### src/rtl/spi_reg_master.sv
// SPI mode-0 register-write master: sends {cmd,data} MSB first inside one CSB-low frame.
// Every output is a flop; o_ready is high only in IDLE and requests seen while busy are dropped.
module spi_reg_master #(
  parameter int HALF_DIV = 2,
  parameter int CMD_W    = 4,
  parameter int DATA_W   = 24
) (
  input  logic              i_clk,
  input  logic              i_reset_n,
  input  logic              i_valid,
  input  logic [CMD_W-1:0]  i_cmd,
  input  logic [DATA_W-1:0] i_data,
  output logic              o_ready,
  output logic              o_done,
  output logic              o_csb,
  output logic              o_sclk,
  output logic              o_mosi
);

  localparam int N = CMD_W + DATA_W;
  // 9-bit count covers the 2*255-cycle gap; 7-bit bit count covers frames up to 64 bits
  localparam logic [8:0] HALF_LAST = 9'(HALF_DIV - 1);
  localparam logic [8:0] GAP_LAST  = 9'(2 * HALF_DIV - 1);
  localparam logic [6:0] BITS_INIT = 7'(N - 1);

  typedef enum logic [2:0] {IDLE, SETUP, SCLK_HI, SCLK_LO, GAP} state_t;

  state_t       state;
  logic [8:0]   cnt;
  logic [6:0]   bits_left;
  logic [N-1:0] shreg;
  logic [N-1:0] frame;

  assign frame = {i_cmd, i_data};

  always_ff @(posedge i_clk) begin
    if (!i_reset_n) begin
      state     <= IDLE;
      cnt       <= '0;
      bits_left <= '0;
      shreg     <= '0;
      o_ready   <= 1'b1;
      o_done    <= 1'b0;
      o_csb     <= 1'b1;
      o_sclk    <= 1'b0;
      o_mosi    <= 1'b0;
    end else begin
      o_done <= 1'b0;
      case (state)
        IDLE: begin
          if (i_valid && o_ready) begin
            state     <= SETUP;
            cnt       <= '0;
            bits_left <= BITS_INIT;
            shreg     <= frame;
            o_ready   <= 1'b0;
            o_csb     <= 1'b0;
            o_sclk    <= 1'b0;
            o_mosi    <= frame[N-1];
          end
        end
        SETUP: begin
          if (cnt == HALF_LAST) begin
            cnt    <= '0;
            state  <= SCLK_HI;
            o_sclk <= 1'b1;
          end else begin
            cnt <= cnt + 9'd1;
          end
        end
        SCLK_HI: begin
          if (cnt == HALF_LAST) begin
            cnt    <= '0;
            state  <= SCLK_LO;
            o_sclk <= 1'b0;
            // after the last bit, mosi holds its value through the CSB hold phase
            if (bits_left != 7'd0) begin
              o_mosi <= shreg[N-2];
              shreg  <= shreg << 1;
            end
          end else begin
            cnt <= cnt + 9'd1;
          end
        end
        SCLK_LO: begin
          if (cnt == HALF_LAST) begin
            cnt <= '0;
            if (bits_left != 7'd0) begin
              bits_left <= bits_left - 7'd1;
              state     <= SCLK_HI;
              o_sclk    <= 1'b1;
            end else begin
              state  <= GAP;
              o_csb  <= 1'b1;
              o_mosi <= 1'b0;
              o_done <= 1'b1;
            end
          end else begin
            cnt <= cnt + 9'd1;
          end
        end
        GAP: begin
          if (cnt == GAP_LAST) begin
            cnt     <= '0;
            state   <= IDLE;
            o_ready <= 1'b1;
          end else begin
            cnt <= cnt + 9'd1;
          end
        end
        default: state <= IDLE;
      endcase
    end
  end

endmodule

### config.mk
export PLATFORM = sky130hd
export DESIGN_NAME = spi_reg_master
export DESIGN_NICKNAME = d
export VERILOG_FILES = /design/src/rtl/spi_reg_master.sv
export SDC_FILE = /design/constraint.sdc
export NUM_CORES = 1
export LEC_CHECK = 0
export ABC_AREA = 1
export ABC_CLOCK_PERIOD_IN_PS = 1900
export BUFFER_PORTS_ARGS = -buffer_cell sky130_fd_sc_hd__buf_2
export CORE_MARGIN = 2
export CORE_UTILIZATION = 57
export DETAILED_ROUTE_END_ITERATION = 12
export MAX_ROUTING_LAYER = met4
export PLACE_DENSITY = 0.79
export SLEW_MARGIN = 25
export SYNTH_ARGS = -nofsm -noshare
export SYNTH_HDL_FRONTEND = slang
export SYNTH_SLANG_ARGS = --single-unit
export TNS_END_PERCENT = 100
### constraint.sdc
create_clock -name i_clk -period 1.9 [get_ports i_clk]
set_input_delay 0.095 -clock i_clk [delete_from_list [all_inputs] [get_ports i_clk]]
set_output_delay 0.095 -clock i_clk [all_outputs]
set_load 0.05 [all_outputs]
# After elaboration in Yosys (flattened, before gate mapping)
# Index checks and enable logic that the tools add are counted.
# W data, S select, Z words.
dict set report word_totals {
  input_bits 31
  memories 0
  mem_bits_rw 0
  output_inout_bits 5
  mem_bits_ro 0
  ff_bits 51
  word_cells 81
  latch_bits 0
}
dict set report classes {
  n_div 0
  reduce_logical 19
  n_mux 37
  addsub 2
  bitwise 0
  eq_ne 14
  magnitude_cmp 0
  n_shift 0
  mul 0
}
# cell n
set op_table {}
lappend op_table {{$mux W27} 3}
lappend op_table {{$pmux W27 S2} 1}
lappend op_table {{$mux W9} 3}
lappend op_table {{$pmux W9 S3} 1}
lappend op_table {{$mux W7} 3}
lappend op_table {{$mux W3} 6}
lappend op_table {{$ne A2 B2 Y1 const B} 8}
lappend op_table {{$pmux W3 S5} 1}
lappend op_table {{$mux W1} 14}
lappend op_table {{$pmux W7 S2} 1}
lappend op_table {{$reduce_and A4 Y1} 3}
lappend op_table {{$reduce_and A6 Y1} 2}
lappend op_table {{$add A9 B1 Y9 const B} 1}
lappend op_table {{$eq A9 B1 Y1 const B} 1}
lappend op_table {{$eq A9 B2 Y1 const B} 1}
lappend op_table {{$reduce_bool A7 Y1} 1}
lappend op_table {{$sub A7 B1 Y7 const B} 1}
lappend op_table {{$eq A3 B2 Y1 const B} 2}
lappend op_table {{$reduce_and A3 Y1} 2}
lappend op_table {{$reduce_bool A2 Y1} 3}
lappend op_table {{$reduce_bool A3 Y1} 2}
lappend op_table {{$reduce_and A5 Y1} 1}
lappend op_table {{$pmux W1 S2} 2}
lappend op_table {{$pmux W1 S4} 1}
lappend op_table {{8 further kinds} 8}

# Logic depth before layout (Yosys ltp)
dict set report depth {
  ltp_word 4
  mapped_depth 12
  mapped_depth_nobuf 11
}

# Worst setup path before layout
# No wires, ideal clock.
dict set report synth_timing {
  kind {reg2reg}
  start {reg o_ready}
  end {reg shreg[15]}
  setup_ps 116
  period_less_slack_ps 1535
  required_time_ps 1784
  path_buffers 1
  setup_slack_ps 365
  arrival_time_ps 1419
  stages_incl_launch_ff 7
  cell_sequence {dfxtp_1 > nand2_1 > nand2_2 > nand3_4 > clkbuf_2 > o21ai_0 > nor2_1}
}
dict set report synth_between {
  elab_chain_cells 3
}
# item line_no
set synth_lines {}
lappend synth_lines {{start: declaration} 13} ;# output logic o_ready,
lappend synth_lines {{start signal: assignment} 42} ;# o_ready <= 1'b1;
lappend synth_lines {{start signal: assignment} 56} ;# o_ready <= 1'b0;
lappend synth_lines {{start signal: assignment} 106} ;# o_ready <= 1'b1;
lappend synth_lines {{$logic_and A1 B1 Y1} 51} ;# if (i_valid && o_ready) begin
lappend synth_lines {{$ne A2 B2 Y1 (no source line)} --}
lappend synth_lines {{$reduce_and A4 Y1 (no source line)} --}
lappend synth_lines {{end signal: assignment} 55} ;# shreg <= frame;
lappend synth_lines {{end signal: assignment} 79} ;# shreg <= shreg << 1;
lappend synth_lines {{end: declaration} 31} ;# logic [N-1:0] shreg;
# Every way passes these cells.
# A chain may end at the register's enable or synchronous reset.

# Worst setup path after layout
dict set report layout_timing {
  start {reg bits_left[0]}
  end {reg shreg[5]}
}
dict set report layout_between {
  elab_chain_cells 3
}
# item line_no
set layout_lines {}
lappend layout_lines {{start: declaration} 30} ;# logic [6:0] bits_left;
lappend layout_lines {{start signal: assignment} 89} ;# bits_left <= bits_left - 7'd1;
lappend layout_lines {{$reduce_bool A7 Y1} 77} ;# if (bits_left != 7'd0) begin
lappend layout_lines {{$ne A2 B2 Y1 (no source line)} --}
lappend layout_lines {{$reduce_and A4 Y1 (no source line)} --}
# Every way passes these cells.

==> flow_summary_export.csv <==
group,metric,value,unit
run_status,run_status,"complete, no violations",
setup_path,critPathSlowestCell,"dfxtp_1",
drt,drt-initial-drc-count,153,
cells_and_area,final_common_cell,"nand2_1",
power,p_per_area,1510,mW/mm^2
clocking,worstSkewPairLatency,310,ps
sta,rsz0062_at_grt,"false",
setup_path,cp-start-kind,"register",
drt,drtAntennaViolNets,0,
setup_path,cp.arrival,1900,ps
synthesis,yosys-top-cells-area,"dfxtp_1, nand2_1, nor2_1",
sta,fmax,591,MHz
synthesis,avgSynthCellArea,6.31,um^2
drt,dr.pass1.iters,4,
die,die_h,72.9,um
die,coreArea,0.00466,mm^2
setup_path,critical_path.max_stage_delay,360,ps
synthesis,synthCells,429,
die,fp-row-count,25,
power,ir_drop,940,uV
setup_path,required,2110,ps
cells_and_area,final_util,64.7,%
sta,setup_ws,209,ps
synthesis,ys_warn_count,0,
placed_design,place.gp.congestion,0.872,
placed_design,io_buffers,35,
setup_path,cp-end-kind,"register",
synthesis,synth_top_area_share,37.7,%
cells_and_area,fin_nets,500,
placed_design,postPlaceCellArea,0.00291,mm^2
setup_path,critPathKind,"reg -> reg",
power,power_frac_seq,34.9,%
power,netSwitchingFraction,46.3,%
synthesis,synth_top_area_cell,"dfxtp_1",
global_routing,grt_usage,22.5,%
die,dieArea,0.00532,mm^2
power,switching_power,2.10,mW
sta,finalSetupViolations,0,
cells_and_area,final_cell_mix,"nand2_1, nor2_1, dfxtp_1",
global_routing,antenna_found_initial,0,
clocking,hold_buffers,0,
setup_path,reg2reg_depth,11,
clocking,path_clk_slew,100,ps
synthesis,synthesis.nets,464,
global_routing,grt_pass1_wl,9340,um
cells_and_area,syn2layout_area_growth,11.4,%
setup_path,worstPathMaxFanout,11,
die,die_x,72.9,um
drt,wl_per_cell,10.4,um
global_routing,grt_max_degree,29,
drt,wirelength,5400,um
sta,post-route-period-util,89.0,%
clocking,cts-root-buf,"clkbuf_8",
setup_path,crit_chain,"inv_1 -> ha_1 -> inv_1 -> nor2_1 -> nand3_1 -> nand2_1 -> nand2_1 -> nand3_4 -> buf_4 -> o21ai_0 -> nor2_1",
sta,setup_tns,0,ps
global_routing,grt_use_met2,35.7,%
sta,report.final.slew_viol_count,0,
global_routing,grt_pass1_vias,2216,
synthesis,netlist_area,0.00271,mm^2
drt,routed_via_density,4.97,
power,power,4.55,mW
sta,skew,9.60,ps
power,combPwrFrac,51.0,%
hold_path,hold_path.class,"in -> reg",
hold_path,hold-path-cell-count,5,
sta,holdWs,116,ps
placed_design,dpl_worst_slack,208,ps
cells_and_area,layout.cells.non_filler,520,
global_routing,use_met1,29.4,%
synthesis,synth_cell_types,27,
placed_design,dp.cells,510,
synthesis,synth-seq-cells,51,
clocking,ctsHtreeMaxLevel,2,
cells_and_area,design_area,0.00301,mm^2
power,p_leak,1.51,nW
clocking,clkSinkCount,51,
global_routing,grt_overflow,0,
placed_design,dpl.hpwl,3810,um
power,intPower,2.44,mW
sta,min_period,1690,ps
power,clock_power_share,14.1,%
drt,post-route-drc-count,0,
clocking,clock_path_buffers,2,
clocking,cts_buffers,5,
global_routing,grt.busiest_layer,"met2",
sta,worst_slew_pin_slew,439,ps
sta,slew_headroom,70.5,%
clocking,cts_tree,"done",
die,num_io_pins,36,
sta,hold_violations,0,
synthesis,ys_seq_area_share,37.7,%
run,cap_violations,0,
global_routing,met3_usage,4.14,%
cells_and_area,antenna_cells,0,
cells_and_area,drive_gt1_share,15.7,%
die,initial_utilization,58.1,%
drt,vias,2586,
-- final cells by class --
cell class	instances	area (um^2)
fill	425	1650
tap	54	67.6
inverter	36	138
timing repair buffer	44	243
clock buffer	6	72.6
clock inverter	2	16.3
multi-input combinational	327	1460
sequential	51	1020
-- flip-flops by register name, indices dropped and copies added, names as in the netlist, 3 cells and up --
register   cells
shreg         27
bits_left      7
cnt            9
state          3
-- Yosys cell counts (all sizes together) --
library cell / number
a21oi: 15
buf: 10
clkbuf: 5
clkinv: 1
dfxtp: 51
ha: 4
inv: 35
nand2: 149
nand3: 19
nand4: 3
nor2: 86
nor3: 4
o211ai: 1
o21ai: 38
or2: 2
xor2: 6
-- worst max-delay path: cells and delay by family (launching register included) --
kind	cells	cell delay [ps]
adder cells (fa/ha/maj)	1	200
flip-flops	1	360
AND/OR/NAND/NOR	6	520
AO/OA/AOI/OAI	1	160
buffers and inverters	3	350
-- logic make-up (layout without fill, tap and decap cells) --
family | after synthesis | in the layout | share of synthesized area (%)
AOI/OAI and AO/OA | 54 | 54 | 10.1
xor gates and xnor gates | 6 | 6 | 1.94
adders and majority gates | 4 | 4 | 1.85
buffers and inverters | 51 | 88 | 8.46
DFF | 51 | 51 | 37.7
and+or+nand+nor | 263 | 263 | 39.9
-- metal layers --
metal / up-vias / wire [um] / share of wire, %
li1: 1403 / - / -
met3: 5 / 234 / 4.3
met5: - / 0 / 0
met4: 0 / 63 / 1.2
met2: 52 / 2340 / 43
met1: 1126 / 2760 / 51
-- power by group through the flow --
| stage | registers [mW] | clock network [mW] | logic (mW) |
|---|---|---|---|
| after floorplan | 1.68 | 0 | 1.80 |
| after global placement | 1.60 | 0 | 2.23 |
| after detailed placement | 1.61 | 0 | 2.27 |
| after CTS | 1.58 | 0.652 | 2.28 |
| after global routing | 1.63 | 0.686 | 2.68 |
| final | 1.59 | 0.641 | 2.32 |
-- path summary, 6_finish.rpt --
| check | end | start | slack, ps |
|---|---|---|---|
| hold reg to reg | shreg[10] | shreg[10] | 490 |
| setup / recovery | shreg[5] | bits_left[0] | 210 |
| hold / removal | shreg[7] | i_data[7] | 120 |
| setup reg to reg | shreg[5] | bits_left[0] | 210 |
-- timing repair --
action | CTS | global route
setup endpoints to repair | 0 | 7
hold endpoints to repair | 0 | 0
buffers inserted | 0 | 2
resized for setup | 0 | 0
Power figures use the tool's default switching activity.
